## src/rtl/trie_table_writer.sv

```systemverilog
// Builds the Aho-Corasick goto table from a stream of keyword bytes, two nibble
// lookups per byte, allocating fresh states on misses and flagging keyword ends.
module trie_table_writer #(
  parameter int STATE_W = 8,
  parameter int SYM_W   = 4,
  parameter int ADDR_W  = 12
) (
  input  logic                 CLK,
  input  logic                 RST,
  input  logic                 CLEAR,
  input  logic                 KEY_VALID,
  output logic                 KEY_READY,
  input  logic [2*SYM_W-1:0]   KEY_DATA,
  input  logic                 KEY_LAST,
  output logic [ADDR_W-1:0]    G_RADDR,
  input  logic [STATE_W-1:0]   G_RDATA,
  output logic                 G_WE,
  output logic [ADDR_W-1:0]    G_WADDR,
  output logic [STATE_W-1:0]   G_WDATA,
  output logic                 M_WE,
  output logic [STATE_W-1:0]   M_WADDR,
  output logic                 M_WDATA,
  output logic                 BUSY,
  output logic                 OVERFLOW,
  output logic [STATE_W:0]     NUM_STATES
);

  typedef enum logic [2:0] {
    IDLE, LOOK_HI, EVAL_HI, LOOK_LO, EVAL_LO, MARK, CLR, ERR
  } state_t;

  state_t               r_state, w_nextState;
  logic [2*SYM_W-1:0]   r_byte;
  logic                 r_last;
  logic [STATE_W-1:0]   r_cur;
  logic [STATE_W:0]     r_nextFree;
  logic                 r_overflow;
  logic [ADDR_W-1:0]    r_clrCnt;

  logic [SYM_W-1:0]     w_nibble;
  logic                 w_isEval, w_miss, w_full;
  logic                 w_alloc, w_hit, w_ovf, w_accept, w_clrDone;

  assign w_nibble  = (r_state == LOOK_HI || r_state == EVAL_HI) ?
                     r_byte[2*SYM_W-1:SYM_W] : r_byte[SYM_W-1:0];
  assign w_isEval  = (r_state == EVAL_HI) || (r_state == EVAL_LO);
  assign w_miss    = (G_RDATA == '0);
  // next_free only reaches 2**STATE_W when every state number is taken
  assign w_full    = r_nextFree[STATE_W];
  assign w_alloc   = w_isEval && w_miss && !w_full && !CLEAR;
  assign w_ovf     = w_isEval && w_miss && w_full && !CLEAR;
  assign w_hit     = w_isEval && !w_miss && !CLEAR;
  assign w_accept  = (r_state == IDLE) && KEY_VALID && !CLEAR;
  assign w_clrDone = (r_state == CLR) && !CLEAR && (r_clrCnt == '1);

  assign KEY_READY  = (r_state == IDLE);
  assign BUSY       = (r_state != IDLE) && (r_state != ERR);
  assign OVERFLOW   = r_overflow;
  assign NUM_STATES = r_nextFree;

  always_comb begin
    w_nextState = r_state;
    G_RADDR     = '0;
    G_WE        = 1'b0;
    G_WADDR     = '0;
    G_WDATA     = '0;
    M_WE        = 1'b0;
    M_WADDR     = '0;
    M_WDATA     = 1'b0;
    case (r_state)
      IDLE:    if (KEY_VALID) w_nextState = LOOK_HI;
      LOOK_HI: begin
        G_RADDR     = {r_cur, w_nibble};
        w_nextState = EVAL_HI;
      end
      EVAL_HI: w_nextState = w_ovf ? ERR : LOOK_LO;
      LOOK_LO: begin
        G_RADDR     = {r_cur, w_nibble};
        w_nextState = EVAL_LO;
      end
      EVAL_LO: begin
        if (w_ovf)       w_nextState = ERR;
        else if (r_last) w_nextState = MARK;
        else             w_nextState = IDLE;
      end
      MARK: begin
        M_WE        = !CLEAR;
        M_WADDR     = CLEAR ? '0 : r_cur;
        M_WDATA     = !CLEAR;
        w_nextState = IDLE;
      end
      CLR: begin
        G_WE    = 1'b1;
        G_WADDR = r_clrCnt;
        // the match-flag RAM only spans the first 2**STATE_W counter values
        if (r_clrCnt[ADDR_W-1:STATE_W] == '0) begin
          M_WE    = 1'b1;
          M_WADDR = r_clrCnt[STATE_W-1:0];
        end
        if (r_clrCnt == '1) w_nextState = IDLE;
      end
      ERR: w_nextState = ERR;
    endcase
    if (w_alloc) begin
      G_WE    = 1'b1;
      G_WADDR = {r_cur, w_nibble};
      G_WDATA = r_nextFree[STATE_W-1:0];
    end
    if (CLEAR) w_nextState = CLR;
  end

  always_ff @(posedge CLK or posedge RST) begin
    if (RST) begin
      r_state    <= IDLE;
      r_byte     <= '0;
      r_last     <= 1'b0;
      r_cur      <= '0;
      r_nextFree <= (STATE_W+1)'(1);
      r_overflow <= 1'b0;
      r_clrCnt   <= '0;
    end else begin
      r_state <= w_nextState;
      if (CLEAR)               r_clrCnt <= '0;
      else if (r_state == CLR) r_clrCnt <= r_clrCnt + ADDR_W'(1);
      if (w_accept) begin
        r_byte <= KEY_DATA;
        r_last <= KEY_LAST;
      end
      if (w_alloc) begin
        r_cur      <= r_nextFree[STATE_W-1:0];
        r_nextFree <= r_nextFree + (STATE_W+1)'(1);
      end else if (w_hit) begin
        r_cur <= G_RDATA;
      end else if (w_clrDone) begin
        r_cur      <= '0;
        r_nextFree <= (STATE_W+1)'(1);
      end else if (r_state == MARK) begin
        r_cur <= '0;
      end
      if (w_ovf)          r_overflow <= 1'b1;
      else if (w_clrDone) r_overflow <= 1'b0;
    end
  end

endmodule

```

## config.mk

```make
export PLATFORM = sky130hd
export DESIGN_NAME = trie_table_writer
export DESIGN_NICKNAME = d
export VERILOG_FILES = /design/src/rtl/trie_table_writer.sv
export SDC_FILE = /design/constraint.sdc
export NUM_CORES = 1
export LEC_CHECK = 0
export ABC_AREA = 1
export CORE_UTILIZATION = 40
export DETAILED_ROUTE_END_ITERATION = 10
export MAX_ROUTING_LAYER = met4
export PLACE_DENSITY = 0.71
export SLEW_MARGIN = 25
export SYNTH_ARGS = -nofsm -noshare
export SYNTH_HDL_FRONTEND = slang
export SYNTH_SLANG_ARGS = --single-unit
```

## constraint.sdc

```tcl
create_clock -name CLK -period 2.15 [get_ports CLK]
set_clock_uncertainty 0.15 [all_clocks]
set_input_delay 0.43 -clock CLK [delete_from_list [all_inputs] [get_ports CLK]]
set_output_delay 0.43 -clock CLK [all_outputs]
set_load 0.005 [all_outputs]
```

# After elaboration in Yosys (flattened, before gate mapping)
# Index checks and enable logic that the tools add are counted.
# Widths: inputs -> output; s select.
word_totals:
  ff_bits: 42
  input_bits: 21
  elab_cells: 80
op_classes:
  add_sub_neg: 2
  n_eq_ne: 12
  mux: 31
  reduce_logical: 28
ops:
  columns: ["operator", "n"]
  rows:
  - ["$mux 12", 5]
  - ["$mux 8", 7]
  - ["$mux 9", 3]
  - ["$pmux 3 s8", 1]
  - ["$mux 3", 6]
  - ["$pmux 8 s2", 1]
  - ["$add 12x1->12 const B", 1]
  - ["$eq 12x12->1 const B", 1]
  - ["$eq 3x3->1 const B", 4]
  - ["$logic_and 1x1->1", 12]
  - ["$add 9x1->9 const B", 1]
  - ["$logic_not 8->1", 1]
  - ["$eq 3x2->1 const B", 2]
  - ["$mux 1", 6]
  - ["$ne 3x3->1 const B", 2]
  - ["$reduce_bool 2->1", 3]
  - ["$logic_not 4->1", 1]
  - ["$mux 4", 1]
  - ["$reduce_and 2->1", 2]
  - ["$reduce_bool 4->1", 1]
  - ["$eq 3x1->1 const B", 1]
  - ["$logic_not 1->1", 3]
  - ["$logic_not 3->1", 1]
  - ["$ne 3x2->1 const B", 1]
  - ["other kinds (5)", 6]

# Depth between registers and ports, before layout
depth:
  word_depth: 8
  ltp_mapped: 10
  depth_no_buf: 9

# Worst setup path after synthesis
# Ideal clock, no wire load.
synth_path:
  kind: "in2out"
  start: "input port G_RDATA[7]"
  end: "output port G_WDATA[1]"
  t_arrival_ns: 1.320
  setup_slack_ns: 0.250
  cell_stages: 7
  n_path_buf: 0
  cell_sequence: "nor2_1 > nand2_1 > nor2_2 > nand2_1 > nor2_4 > inv_1 > nor2_1"
synth_between:
  elab_chain_len: 5
synth_rtl:
  columns: ["element", "line", "text"]
  rows:
  - ["start: declaration", "16", "input logic [STATE_W-1:0] G_RDATA,"]
  - ["$logic_not 8->1", "47", "assign w_miss = (G_RDATA == '0);"]
  - ["$logic_and 1x1->1 (3 in a row)", "50", "assign w_alloc = w_isEval && w_miss && !w_full && !CLEAR;"]
  - ["$mux 8", "104", "if (w_alloc) begin"]
  - ["end: declaration", "19", "output logic [STATE_W-1:0] G_WDATA,"]
# No other way between the ends.

# Worst setup path after layout
layout_path:
  start: "register r_state[1]"
  end: "output port G_WADDR[6]"
layout_between:
  elab_chain_len: 6
layout_rtl:
  columns: ["element", "line", "text"]
  rows:
  - ["start: declaration", "32", "state_t r_state, w_nextState;"]
  - ["start signal: assignment", "122", "r_state <= w_nextState;"]
  - ["$eq 3x2->1 or $eq 3x3->1 (tied branches)", "46", "assign w_isEval = (r_state == EVAL_HI) || (r_state == EVAL_LO);"]
  - ["$logic_or 1x1->1", "46", null]
  - ["$logic_and 1x1->1 (3 in a row)", "50", null]
  - ["$mux 12 (*)", "104", null]
  - ["end: declaration", "18", "output logic [ADDR_W-1:0] G_WADDR,"]
# Mark *: on every way between the ends. The rest lies on a longest branch, timed or not.

==> results.cfg <==
[power_and_ir_drop]
p_comb_share_pct = 58.2
p_clk_share_pct = 14.4
internal_power_mw = 2.505
ir_drop_mv = 0.7417
swShare_pct = 41.84
powerDensity_nw_per_um2 = 951.6
p_switching_mw = 1.802
power_frac_seq_pct = 27.3
p_leak_nw = 2.370

[clocking]
clk_latency_ns = 0.29
cts_buffers = 5
clk_pin_slew_ns = 0.08
htreeDepth = 2
cts_num_sinks = 42
cts_tree = built
hold_buffers = 0
cts_root_buffer = clkbuf_8
cts_buffer_depth = 2

[timing]
setup-violations-final = 33
maxSlewHeadroom_pct = 79.58
final.min_clock_period_ns = 2.478
period_share_pct = 115.3
fin_ws_ns = -0.3285
drv_slew = 0
rsz0062_at_grt = true
max_freq_ghz = 0.4035
fin_hold_ws_ns = 0.3405
fin_tns_setup_ns = -6.311
hold_violations = 0
worstMarginPinSlew_ns = 0.3039

[drt]
routedWlPerCell_um = 17.05
drt_first_iter_violations = 265
final_antenna_net_count = 0
dr.pass1.iters = 5
vias = 3318
wirelength_um = 10490
drcViolationCount = 0
vias_per_cell = 5.395

[floorplanning]
start_util_pct = 42.61
ioPinCount = 76
rows = 28
die_area_um2 = 6782
fp.coreArea_um2 = 6061
chipWidth_um = 82.35
die_h_um = 82.35

[place]
post-dp-hpwl_um = 6352
place_congestion = 0.9800
io_buffers = 75
dp_slack_ns = -0.7259

[global_route]
grt_overflow = 0
grt_max_degree = 43
antenna_found_initial = 0
grt_pass1_wl_um = 14750
track_usage_pct = 29.86
grt_pass1_vias = 3049

[setup_path]
cp.arrival_ns = 1.90
crit_family = simple AND/OR/NAND/NOR gates
endpoint = G_WADDR[6]
worstPathRequired_ns = 1.57
cp_max_fo = 5
cp-end-kind = output port
cp_slowest_cell = dfrtp_2
criticalPathCategory = flip-flop to output port
reg2reg_to = r_cur[1]
critPathBufInv = 3
cp-start-kind = flip-flop
reg2reg_from = r_state[1]
crit_path_start = r_state[1]
critPathMostFrequentCell = buf_6
path_cells = nor2_1 -> nand2_1 -> nand2_2 -> nand4_1 -> buf_6 -> buf_6 -> o21ai_4 -> buf_6
path_depth = 8
r2r_slack_ns = 0.05
reg2regPathDepth = 11
cpPeakStageDelay_ns = 0.46

[synth]
yosysUniqueCellTypes = 28
synth_top_area_cell = dfrtp_1
synth_cells = 369
ys_seq_elements = 42
syn-cell-area_um2 = 2582
avgSynthCellArea_um2 = 6.999
yosysSeqAreaShare_pct = 40.75
synth_top_area_share_pct = 39.73
syn_nets = 392
synth-warning-count = 0
synth_area_leaders = dfrtp_1 40%, nand2_1 13%, inv_1 7.6%

[run_status]
violations = setup timing
status = finished with violations

[flow_run]
cap_violations = 0

[layout]
final_layout_size_suffix_gt1_share_pct = 41.48
nets = 562
antennaDiodeCount = 0
area_growth_pct = 75.24
final_util_pct = 74.67

[min_path]
hold_class = primary input to async pin
metal layers:
metal	wire length, um	global-route usage [%]
met1	4257	36.98
met5	0	-
met3	653	4.835
met2	5151	47.85
met4	425	13.51
sequential cells by signal (all words and copies together), names as in the netlist:
signal and count:
r_last 1, r_state 3, r_clrCnt 12, NUM_STATES 9, OVERFLOW 1, r_byte 8
r_cur 8
cells in the final DEF, fill, tap and decap left out, types with 5 or more instances in the layout:
cell,n
clkbuf_2,10
dfrtp_1,39
nor2_2,11
o22ai_1,5
inv_1,47
buf_6,29
a22oi_1,6
o21ai_0,23
dlygate4sd2_1,11
o21ai_4,5
nand3_1,21
buf_2,30
nand4_1,10
xor2_1,5
nand2_4,12
o22ai_2,8
buf_4,65
nand2_2,7
nand2_1,72
clkbuf_8,5
clkdlybuf4s50_1,21
o21ai_2,8
nor2_1,39
nor2_4,7
a21oi_1,9
Yosys cell counts:
cell	n
nor3_1	4
nor2_4	4
nand3_1	24
and2_1	1
xnor2_1	1
nor2_2	2
buf_6	1
clkinv_1	1
nand2_1	88
nand4_1	10
ha_1	2
nor2_1	50
o22ai_1	16
or2_2	1
nand2_2	3
a21oi_1	9
a22oi_1	6
xor2_1	5
dfrtp_1	41
dfstp_2	1
nand3_2	1
buf_4	1
nor3_2	1
buf_2	3
clkbuf_1	3
inv_1	52
inv_2	1
o21ai_0	37
tightest hold or removal path, stage by stage:
cell and delay (ns):
clkdlybuf4s50_1 0.39, inv_1 0.09, buf_12 0.25
cell families after synthesis:
| logic type | Yosys count | share of synthesized area [%] |
|---|---|---|
| adder cells (fa/ha/maj) | 2 | 0.9688 |
| flip-flops | 42 | 40.75 |
| XOR/XNOR | 6 | 2.035 |
| AND/OR/NAND/NOR | 189 | 32.12 |
| buffers and inverters | 62 | 9.593 |
| AO/OA/AOI/OAI | 68 | 14.53 |
power groups by stage:
stage	clock network, mW	logic [mW]	registers, mW
2_1_floorplan	0	0.788	1.10
3_3_place_gp	0	1.43	1.14
3_5_place_dp	0	1.46	1.14
4_1_cts	0.629	1.86	1.14
5_1_grt	0.661	2.68	1.20
6_report	0.622	2.51	1.18
final cells by class:
type / count / area [um2]
Sequential cell: 42 / 1055
Tap cell: 75 / 93.84
Clock buffer: 5 / 68.82
Timing Repair Buffer: 170 / 1393
Multi-Input combinational cell: 266 / 1657
Inverter: 54 / 219.0
Fill cell: 423 / 1535
Clock inverter: 3 / 40.04
through the flow:
step / total power, mW / instances / instance area [um2]
after global placement: 2.573 / 559 / 3755
after detailed placement: 2.605 / 559 / 3755
after CTS: 3.632 / 598 / 4136
after floorplan: 1.891 / 369 / 2582
final: 4.306 / 615 / 4526
after global routing: 4.543 / 615 / 4526
worst min-delay path by stage:
stage,depth (start not counted),to,slack [ns]
detailed placement,2,OVERFLOW,0.33
global placement,2,r_byte[7],0.33
floorplan,2,r_byte[4],0.31
CTS,3,NUM_STATES[3],0.35
finish,3,NUM_STATES[2],0.34
global route,3,NUM_STATES[3],0.39
timing repair:
item                                    4_1_cts  5_1_grt
setup buffers                                31       16
endpoints found under the hold margin         0        0
cloned                                        1        2
endpoints found under the setup margin       45       56
pin swaps                                    22       18
gates resized for setup                     211      103
No activity file was read; power rests on OpenSTA's default activity.
